File: src/rtl/i2c_pkg.sv
// i2c_pkg: shared FSM state encoding and direction constants for the I2C transaction sequencer
package i2c_pkg;
  localparam logic I2C_RW_READ  = 1'b1;
  localparam logic I2C_RW_WRITE = 1'b0;
  typedef enum logic [3:0] {
    S_IDLE,
    S_START,
    S_ADDR,
    S_WR_DATA,
    S_WR_BYTE,
    S_RD_BYTE,
    S_RD_WAIT,
    S_RD_SINK,
    S_STOP,
    S_STOP_WAIT
  } state_t;
endpackage

File: src/rtl/i2c_txn_sequencer.sv
// i2c_txn_sequencer: turns one request into start/address/data/stop command pulses for a byte-level I2C core
module i2c_txn_sequencer
  import i2c_pkg::*;
#(
  parameter int LEN_W = 8
) (
  input  logic             clk,
  input  logic             reset,
  input  logic             req_valid,
  output logic             req_ready,
  input  logic [6:0]       req_addr,
  input  logic             req_rw,
  input  logic [LEN_W-1:0] req_len,
  input  logic             tx_valid,
  output logic             tx_ready,
  input  logic [7:0]       tx_data,
  output logic             rx_valid,
  input  logic             rx_ready,
  output logic [7:0]       rx_data,
  output logic             txn_done,
  output logic             txn_err,
  output logic             core_start,
  output logic             core_stop,
  output logic             core_write,
  output logic             core_read_ack,
  output logic             core_read_nack,
  output logic [7:0]       core_txdata,
  input  logic [7:0]       core_rxdata,
  input  logic             core_buzy,
  input  logic             core_ack_fail,
  input  logic             core_start_done,
  input  logic             core_stop_done,
  input  logic             core_tx_done,
  input  logic             core_rx_done
);
  state_t             r_state;
  state_t             w_next;
  logic               r_pend;
  logic [6:0]         r_addr;
  logic               r_rw;
  logic [LEN_W-1:0]   r_cnt;
  logic               r_err;
  logic [7:0]         r_txdata;
  logic [7:0]         r_rxdata;
  logic               r_done;
  logic               r_done_err;
  logic               w_accept;
  logic               w_start;
  logic               w_write;
  logic               w_rack;
  logic               w_rnack;
  logic               w_stop;
  logic               w_load_addr;
  logic               w_tx_take;
  logic               w_rx_take;
  logic               w_dec;
  logic               w_set_err;
  logic               w_finish;
  logic               w_last;

  assign w_last = (r_cnt == LEN_W'(1));

  // next state and command decode; r_pend marks a state whose command is still owed to the core
  always_comb begin
    w_next      = r_state;
    w_accept    = 1'b0;
    w_start     = 1'b0;
    w_write     = 1'b0;
    w_rack      = 1'b0;
    w_rnack     = 1'b0;
    w_stop      = 1'b0;
    w_load_addr = 1'b0;
    w_tx_take   = 1'b0;
    w_rx_take   = 1'b0;
    w_dec       = 1'b0;
    w_set_err   = 1'b0;
    w_finish    = 1'b0;
    case (r_state)
      S_IDLE: begin
        w_accept = req_valid;
        w_next   = req_valid ? S_START : S_IDLE;
      end
      S_START: begin
        w_start = r_pend & ~core_buzy;
        if (!r_pend && core_start_done) begin
          w_load_addr = 1'b1;
          w_next      = S_ADDR;
        end
      end
      S_ADDR: begin
        w_write = r_pend & ~core_buzy;
        if (!r_pend && core_tx_done) begin
          w_set_err = core_ack_fail;
          w_next    = (core_ack_fail || r_cnt == '0) ? S_STOP :
                      (r_rw == I2C_RW_READ) ? S_RD_BYTE : S_WR_DATA;
        end
      end
      S_WR_DATA: begin
        w_tx_take = tx_valid;
        w_next    = tx_valid ? S_WR_BYTE : S_WR_DATA;
      end
      S_WR_BYTE: begin
        w_write = r_pend & ~core_buzy;
        if (!r_pend && core_tx_done) begin
          w_set_err = core_ack_fail;
          w_dec     = ~core_ack_fail;
          w_next    = (core_ack_fail || w_last) ? S_STOP : S_WR_DATA;
        end
      end
      S_RD_BYTE: begin
        w_rnack = ~core_buzy & w_last;
        w_rack  = ~core_buzy & ~w_last;
        w_next  = core_buzy ? S_RD_BYTE : S_RD_WAIT;
      end
      S_RD_WAIT: begin
        w_rx_take = core_rx_done;
        w_dec     = core_rx_done;
        w_next    = core_rx_done ? S_RD_SINK : S_RD_WAIT;
      end
      S_RD_SINK: w_next = !rx_ready ? S_RD_SINK : (r_cnt == '0) ? S_STOP : S_RD_BYTE;
      S_STOP: begin
        w_stop = ~core_buzy;
        w_next = core_buzy ? S_STOP : S_STOP_WAIT;
      end
      S_STOP_WAIT: begin
        w_finish = core_stop_done;
        w_next   = core_stop_done ? S_IDLE : S_STOP_WAIT;
      end
      default: w_next = S_IDLE;
    endcase
  end

  // state register; reset abandons any transaction without issuing a stop
  always_ff @(posedge clk or posedge reset) begin
    if (reset) r_state <= S_IDLE;
    else r_state <= w_next;
  end

  // request latches, byte counter, data holding and completion reporting
  always_ff @(posedge clk or posedge reset) begin
    if (reset) begin
      r_pend     <= 1'b0;
      r_addr     <= '0;
      r_rw       <= 1'b0;
      r_cnt      <= '0;
      r_err      <= 1'b0;
      r_txdata   <= '0;
      r_rxdata   <= '0;
      r_done     <= 1'b0;
      r_done_err <= 1'b0;
    end else begin
      r_pend <= (w_next != r_state) | (r_pend & ~(w_start | w_write));
      if (w_accept) begin
        r_addr <= req_addr;
        r_rw   <= req_rw;
        r_cnt  <= req_len;
      end else if (w_dec) begin
        r_cnt <= r_cnt - LEN_W'(1);
      end
      if (w_load_addr) r_txdata <= {r_addr, r_rw};
      else if (w_tx_take) r_txdata <= tx_data;
      if (w_rx_take) r_rxdata <= core_rxdata;
      r_err      <= w_finish ? 1'b0 : (r_err | w_set_err);
      r_done     <= w_finish;
      r_done_err <= w_finish & r_err;
    end
  end

  assign req_ready      = (r_state == S_IDLE);
  assign tx_ready       = w_tx_take;
  assign rx_valid       = (r_state == S_RD_SINK);
  assign rx_data        = r_rxdata;
  assign txn_done       = r_done;
  assign txn_err        = r_done_err;
  assign core_start     = w_start;
  assign core_stop      = w_stop;
  assign core_write     = w_write;
  assign core_read_ack  = w_rack;
  assign core_read_nack = w_rnack;
  assign core_txdata    = r_txdata;
endmodule

File: config.mk
export PLATFORM = sky130hd
export DESIGN_NAME = i2c_txn_sequencer
export DESIGN_NICKNAME = d
export VERILOG_FILES = /design/src/rtl/i2c_pkg.sv /design/src/rtl/i2c_txn_sequencer.sv
export SDC_FILE = /design/constraint.sdc
export NUM_CORES = 1
export LEC_CHECK = 0
export CAP_MARGIN = 20
export CORE_UTILIZATION = 41
export DETAILED_ROUTE_END_ITERATION = 8
export GPL_TIMING_DRIVEN = 0
export PLACE_DENSITY = 0.82
export REMOVE_ABC_BUFFERS = 1
export SETUP_SLACK_MARGIN = 0.5
export SLEW_MARGIN = 20
export SYNTH_ARGS = -nofsm -noshare
export SYNTH_HDL_FRONTEND = slang
export SYNTH_SLANG_ARGS = --single-unit
export TNS_END_PERCENT = 100
File: constraint.sdc
create_clock -name clk -period 2 [get_ports clk]
set_input_delay 0.2 -clock clk [delete_from_list [all_inputs] [get_ports clk]]
set_output_delay 0.2 -clock clk [all_outputs]
set_load 0.01 [all_outputs]
Yosys cells after proc, flatten, opt, wreduce, memory -nomap -nowiden

Index checks and enable logic that the tools add are counted.

Flip-flop bits (word level): 40
Logic and storage cells: 79

$add $sub $neg: 1
Eq/ne operators: 11
Muxes and demuxes: 35
Bitwise operators: 12
Reductions and logical operators: 10

Operators by type and width:

| operator            | number |
|---|---|
| $pmux 4 s10         | 1 |
| $mux 4              | 8 |
| $mux 8              | 4 |
| $mux 1              | 18 |
| $eq 4x3->1 const B  | 4 |
| $eq 4x2->1 const B  | 2 |
| $eq 4x4->1 const B  | 2 |
| $eq 8x1->1 const B  | 1 |
| $logic_not 8->1     | 1 |
| $sub 8x1->8 const B | 1 |
| $mux 3              | 2 |
| $and 1x1->1         | 5 |
| $eq 4x1->1 const B  | 1 |
| $logic_not 4->1     | 1 |
| $ne 4x4->1          | 1 |
| $not 1->1           | 4 |
| $reduce_bool 2->1   | 2 |
| $or 1x1->1          | 3 |
| $logic_and 1x1->1   | 2 |
| $logic_or 1x1->1    | 2 |
| $mux 2              | 1 |
| $pmux 1 s2          | 1 |
| $reduce_or 2->1     | 1 |
| $logic_not 1->1     | 1 |

Longest topological paths before layout

Gate-level depths: netlist of the first run.

Depth after elaboration: 7
Mapped depth: 8

Least setup slack after synthesis of the first run

OpenSTA, ideal clock, no wires.

Kind: flip-flop to flip-flop
Start: reg r_state[1]
End: reg r_cnt[5]
Data arrival time: 1.916 ns
Required time: 1.863 ns
Path slack: -0.053 ns
Cell stages (with the launch flop): 7
Path buffers: 0
Clock period less this slack: 2.053 ns
Cells stage by stage: dfrtp_1 > or4b_1 > a211o_2 > nor4_4 > nor3b_2 > xnor2_1 > a21oi_1

Longest elaborated chain between the ends: 3
Elaborated cells between the ends (all ways): 7
Those cells by class: eq/ne: 2; mux: 3; reduce/logical: 2

Ends and longest elaborated chain:

| what                                                         | RTL line                 | RTL |
|---|---|---|
| from (decl)                                                  | i2c_txn_sequencer.sv:36  | `state_t r_state;` |
| from (signal assigned)                                       | i2c_txn_sequencer.sv:136 | `else r_state <= w_next;` |
| $eq 4x3->1 / $logic_not 4->1 (equally long branches)         | i2c_txn_sequencer.sv:78  | `case (r_state)` |
| $pmux 1 s2 / $mux 1 (equally long branches)                  | i2c_txn_sequencer.sv:78  |  |
| $reduce_bool 2->1 (no line) / $mux 8 (equally long branches) | -                        |  |
| to (signal assigned)                                         | i2c_txn_sequencer.sv:156 | `r_cnt <= req_len;` |
| to (signal assigned)                                         | i2c_txn_sequencer.sv:158 | `r_cnt <= r_cnt - LEN_W'(1);` |
| to (decl)                                                    | i2c_txn_sequencer.sv:41  | `logic [LEN_W-1:0] r_cnt;` |

Several ways; a longest one is shown, not always the timed one.
A chain may end at the register's enable or synchronous reset.

Worst setup path in the final report of the first run

Start: reg r_pend
End: reg r_cnt[4]

Longest elaborated chain between the ends: 5

Ends and longest elaborated chain:

| what                        | RTL line                 | RTL |
|---|---|---|
| from (decl)                 | i2c_txn_sequencer.sv:38  | `logic r_pend;` |
| from (signal assigned)      | i2c_txn_sequencer.sv:152 | `r_pend <= (w_next != r_state) \| (r_pend & ~(w_start \| w_write));` |
| $logic_not 1->1             | i2c_txn_sequencer.sv:104 | `if (!r_pend && core_tx_done) begin` |
| $logic_and 1x1->1           | i2c_txn_sequencer.sv:104 |  |
| $mux 1                      | i2c_txn_sequencer.sv:104 |  |
| $pmux 1 s2                  | i2c_txn_sequencer.sv:78  |  |
| $reduce_bool 2->1 (no line) | -                        |  |

Every way passes these cells.

==> impl_metrics.csv, run 1 <==
group,metric,value,unit
sta,tightest_slew,477.4,ps
sta,max_slew_margin,68.10,%
grt,grt_pass1_wl,10750,um
route,via_per_inst,5.799,
sta,hold_viol_final,0,
grt,grt_antenna_before_repair,0,
setup_path,cpPeakStageDelay,590,ps
yosys,synth_area_leaders,"dfrtp_1 (47%), mux2_2 (9.0%), a21oi_1 (4.5%), nor2_1 (4.4%), xnor2_1 (4.1%)",
yosys,yosysUniqueCellTypes,42,
setup_path,required,2220,ps
outcome,violations,"negative setup slack",
sta,setup_viol,8,
clock_network,clkLatencyLatePin,300,ps
setup_path,crit_slowest_cell,"or4b_4",
setup_path,cp-start-kind,"register",
yosys,synth_edf_count,0,
yosys,ys_ff_latch,40,
yosys,ys.flop_type,"dfrtp_1",
final_layout,final_net_count,375,
flow_run,cap_violations,0,
route,firstDrtPassIters,4,
yosys,synth.avg_cell_area,10.27,um2
clock_network,clk_pin_slew,90,ps
clock_network,ctsRootBufferMaster,"clkbuf_8",
floorplanning,pin_count,69,
final_layout,final_cell_mix,"clkdlybuf4s50_1 (59), dfrtp_1 (33), buf_6 (32)",
yosys,synth.cell_area,2116,um2
outcome,status,"finished, violations left",
clock_network,cts-hold-fix-buffers,0,
clock_network,htreeDepth,2,
sta,fmax,0.4479,GHz
route,num_vias,2308,
sta,rsz0062_at_grt,"true",
setup_path,crit_fanout,7,
placement,hpwl,3556,um
clock_network,cts.path.max_buffers,2,
sta,tns,-1272,ps
route,ant_nets,0,
route,totalWireLength,8685,um
floorplanning,rows,25,
setup_path,crit_chain,"or4b_4 > a211o_4 > buf_4 > or3_1 > a31oi_1",
grt,track_usage,26.47,%
worst_hold_path,min_path_type,"input port to async pin",
placement,gp_congestion,0.8601,
setup_path,crit_arrival,2450,ps
final_layout,layout_commonest_cell,"clkdlybuf4s50_1",
final_layout,drive_above_1_share,42.60,%
yosys,synth_area_leader_cell,"dfrtp_1",
clock_network,clock-sinks,40,
yosys,yosys_warnings,0,
floorplanning,die-area,5452,um2
route,drcViolationCount,0,
clock_network,cts_tree,"yes",
floorplanning,fp.dieH,73.84,um
yosys,synth_seq_area_share,47.31,%
yosys,synthDominantCellAreaShare,47.31,%
yosys,synthArstFlopShare,100.0,%
sta,skew,7.223,ps
route,wl_per_cell,21.82,um
sta,setup_slack,-232.6,ps
route,drtIter0Drc,148,
grt,grt_overflow,0,
yosys,syn_inst,206,
power,ir_drop,1.031,mV
setup_path,end_kind,"register",
floorplanning,core_region_area,4848,um2
grt,grt_pass1_vias,2204,
sta,drv_slew,0,
grt,grt_max_degree,26,
final_layout,area_growth,85.51,%
placement,port_buffers,68,
final_layout,insertedDiodeCount,0,
power,power.leakage,1.658,nW
floorplanning,die-width,73.84,um
setup_path,worst-setup-path-type,"register to register",
power,power.density,1379,nW/um2
clock_network,numCtsBuffers,5,
sta,fin_crit_sh,111.6,%
sta,holdWs,202.1,ps
sta,fin_crit,2233,ps
floorplanning,start_util,43.64,%
## power by group
part	total, mW	switching, mW	leakage, nW	internal (mW)
clock network	0.688	0.318	0.0541	0.370
registers	1.51	0.343	0.481	1.17
logic	3.21	1.42	1.12	1.79
total	5.41	2.08	1.66	3.33
## cell type report
type                       instances  area [um2]
fill                             271       923.4
inverter                           5       18.77
multi-input combinational        152        1441
clock buffer                       5       68.82
sequential                        40        1012
timing repair buffer             126        1257
clock inverter                     3       42.54
tap                               67       83.83
## critical path, delay by kind of cell (launching register included)
kind | cells | cell delay, ps
AO/OA/AOI/OAI | 2 | 570
buffers and inverters | 1 | 180
flip-flops | 1 | 450
AND/OR/NAND/NOR | 2 | 950
## metrics by stage
stage / setup WS, ps / total power, mW / utilization, % / cell area [um2] / instances
floorplan: -177.5 / 2.431 / - / 2081 / 197
global placement: -533.4 / 3.043 / 58.68 / 2845 / 332
detailed placement: -499.0 / 3.101 / 59.10 / 2865 / 333
CTS: -185.4 / 4.353 / 70.50 / 3418 / 364
global route: -303.8 / 5.614 / 80.95 / 3925 / 398
finish: -232.6 / 5.411 / 80.95 / 3925 / 398
## synthesized netlist by cell type, types with 2 or more instances
cell type,instances
nand4_1,2
o21ai_0,3
nor2_1,25
and3_1,5
nor3b_1,2
xnor2_1,10
nor3_1,3
a21oi_1,19
nand3_1,4
dfrtp_1,40
nand2_1,8
and3b_1,3
and2_1,2
nor4_1,5
nor2b_1,5
a211o_1,2
inv_1,5
o21a_1,3
clkbuf_1,8
mux2i_1,8
nand2b_1,4
a31oi_1,2
mux2_2,17
ha_1,2
a41oi_1,2
## worst paths after layout
| kind | endpoint | cells past startpoint | slack, ps | startpoint |
|---|---|---|---|---|
| worst max register to register | r_cnt[4] | 5 | -230 | r_pend |
| worst min-delay path | rx_data[4] | 2 | 200 | reset |
| worst min register to register | rx_data[2] | 1 | 520 | rx_data[2] |
| min in group clk | r_cnt[7] | 3 | 480 | req_len[7] |
| max in group asynchronous | r_state[2] | 3 | 1310 | reset |
| worst max-delay path | r_cnt[4] | 5 | -230 | r_pend |
## repair_timing
action	in CTS	in global routing
setup buffers	23	34
resized for setup	87	69
pin swaps	24	37
setup endpoints to repair	47	47
## layer usage
layer | part of all wire (%) | GRT usage, %
met1 | 34 | 31.11
met2 | 51 | 45.57
met3 | 7.4 | 6.310
met4 | 7.1 | 12.18
met5 | 0 | 0
## registers in the layout, indices dropped and copies added, names as in the netlist
register	count
r_state	4
core_txdata	8
txn_done	1
rx_data	8
r_rw	1
r_err	1
r_pend	1
r_cnt	8
txn_err	1
r_addr	7
## kinds of logic after synthesis
logic type,synth area share [%]
simple gates,20.28
flops,47.31
compound gates,11.71
mux,12.83
buf+inv,2.543
xor+xnor,4.139
fa+ha+maj,1.183
Note: power is estimated with default switching activity, not from simulation.
==> run 2: changes to the inputs <==
- CTS_BUF_LIST: not set -> sky130_fd_sc_hd__clkbuf_16
- clock period: 2 -> 1.9 ns (I/O delays scaled with it)
==> run 2 against run 1 <==
  * The flow still finishes with violations (negative setup slack)
  * Clock skew down 4.9 ps
  * Flip-flop and latch count unchanged
  * Core utilization down 0.98 points
  * Global-route usage up 0.64 points
  * Power up 3.7%
  * First-iteration DRC count down 36%
  * Final cell count down 4.0%
  * Register-to-register slack worse by 80 ps
  * Sequential power up 6%
  * Sequential share of layout area up 0.25 points
  * Clock power up 38%
  * Critical path type unchanged
  * Largest power group unchanged
  * Highest routed layer unchanged
==> impl_metrics.csv, run 2 (same netlist as run 1, synthesis figures left out) <==
group,metric,value,unit
grt,grt_pass1_wl,10920,um
sta,fmax,0.4514,GHz
setup_path,rr_endpoint,"r_cnt[5]",
power,p_sw_share,37.12,%
grt,track_usage,27.11,%
placement,gp_congestion,0.8601,
sta,fin_crit,2216,ps
final_layout,fin_area,3877,um2
sta,setup_slack,-315.6,ps
placement,post-place-ws,-589.0,ps
final_layout,layout_commonest_cell,"clkdlybuf4s50_1",
outcome,violations,"negative setup slack",
power,seq_power_share,28.6,%
final_layout,n_fill_cell,283,
clock_network,ctsRootBufferMaster,"clkbuf_16",
power,p_clk_share,16.9,%
route,drcViolationCount,0,
floorplanning,start_util,43.64,%
sta,hold_viol_final,0,
clock_network,numCtsBuffers,5,
setup_path,required,2060,ps
sta,max_slew_margin,70.59,%
setup_path,crit_fanout,3,
sta,skew,2.365,ps
sta,tightest_slew,439.8,ps
grt,grt_overflow,0,
floorplanning,die-area,5452,um2
clock_network,clkLatencyLatePin,280,ps
sta,rsz0062_at_grt,"true",
sta,fin_crit_sh,116.6,%
power,p_int,3.527,mW
grt,grt_antenna_before_repair,0,
sta,setup_viol,10,
power,power,5.609,mW
setup_path,r2r_cells,6,
route,firstDrtPassIters,4,
placement,place_area,2865,um2
clock_network,clock-sinks,40,
setup_path,reg2reg_from,"r_pend",
final_layout,insertedDiodeCount,0,
final_layout,drive_above_1_share,40.95,%
final_layout,final_net_count,359,
final_layout,multi_input_area,1500,um2
power,power.density,1447,nW/um2
worst_hold_path,min_path_type,"input port to async pin",
grt,grt_max_degree,26,
floorplanning,core_region_area,4848,um2
setup_path,worst-setup-path-type,"register to register",
setup_path,cp-start-kind,"register",
setup_path,crit_slowest_cell,"or4b_4",
clock_network,clk_pin_slew,60,ps
final_layout,final_cell_mix,"clkdlybuf4s50_1 (55), dfrtp_1 (35), buf_6 (22)",
clock_network,cts.path.max_buffers,2,
power,power.leakage,1.659,nW
final_layout,finish.utilization,79.97,%
placement,port_buffers,68,
outcome,status,"finished, violations left",
power,comb_power_share,54.5,%
route,totalWireLength,7640,um
route,wl_per_cell,20.00,um
final_layout,area_growth,83.26,%
setup_path,cpPeakStageDelay,550,ps
floorplanning,die-width,73.84,um
floorplanning,rows,25,
setup_path,end_kind,"register",
clock_network,cts_tree,"yes",
route,via_per_inst,5.660,
clock_network,htreeDepth,2,
power,p_sw,2.082,mW
setup_path,crit_chain,"or4b_4 > a211o_4 > nor4_4 > nor3b_2 > xnor2_1 > a21oi_1",
sta,drv_slew,0,
setup_path,r2r_setup_slack,-320,ps
route,ant_nets,0,
route,drtIter0Drc,95,
grt,grt_pass1_vias,2173,
setup_path,crit_arrival,2370,ps
final_layout,seq_area,1010,um2
placement,hpwl,3556,um
power,ir_drop,1.099,mV
clock_network,cts-hold-fix-buffers,0,
floorplanning,pin_count,69,
floorplanning,fp.dieH,73.84,um
route,num_vias,2162,
flow_run,cap_violations,0,
[run 2: per-stage QoR]
stage               instances  hold WS, ps  setup TNS, ps
global placement          332        464.3         -11450
detailed placement        333        475.9          -9394
CTS                       371        223.1          -1078
global route              382        267.3          -1868
floorplan                 197        340.6          -2286
finish                    382        234.4          -1462
[run 2: how the worst max path moves through the flow]
stage | cells after the start | end | slack [ps] | start
detailed placement | 7 | r_cnt[5] | -590 | core_ack_fail
finish | 6 | r_cnt[5] | -320 | r_pend
floorplan | 6 | r_cnt[5] | -280 | r_state[1]
global placement | 3 | tx_ready | -620 | r_state[1]
global route | 6 | r_cnt[5] | -360 | r_pend
CTS | 6 | r_cnt[5] | -280 | r_pend
[run 2: cell type report]
cell class	instances	share of cell area (%)
flip-flops and latches	40	26.04
clock buffers	5	3.227
well taps	67	2.162
inverters	5	0.4840
repair buffers	109	28.30
multi-input cells	153	38.69
clock inverters	3	1.097
[run 2: power by group through the flow]
| stage | clock, mW | combinational, mW | sequential, mW |
|---|---|---|---|
| 2_1_floorplan | 0 | 0.969 | 1.59 |
| 3_3_place_gp | 0 | 1.62 | 1.58 |
| 5_1_grt | 0.997 | 3.22 | 1.65 |
| 6_report | 0.951 | 3.06 | 1.60 |
| 4_1_cts | 0.952 | 2.49 | 1.55 |
| 3_5_place_dp | 0 | 1.67 | 1.60 |
[run 2: critical path: cells and delay by family, from the launching register on]
family / cells / cell delay [ps]
compound gates: 2 / 460
xor+xnor: 1 / 160
flops: 1 / 410
simple gates: 3 / 1070
[run 2: layer usage]
layer  share of wire (%)  global-route usage, %  wire (um)  vias to the layer above
li1                    -                      -          -                      956
met1                  39                  30.73       2961                     1063
met2                  52                  46.99       3935                      113
met3                 5.8                  6.584        444                       30
met4                 3.9                  14.32        299                        0
met5                   0                      0          0                        -
[run 2: repair_timing]
action	in CTS	in global routing
buffers inserted	29	11
gates cloned	1	0
gates resized for setup	112	45
endpoints found under the setup margin	47	50
pin swaps	20	25
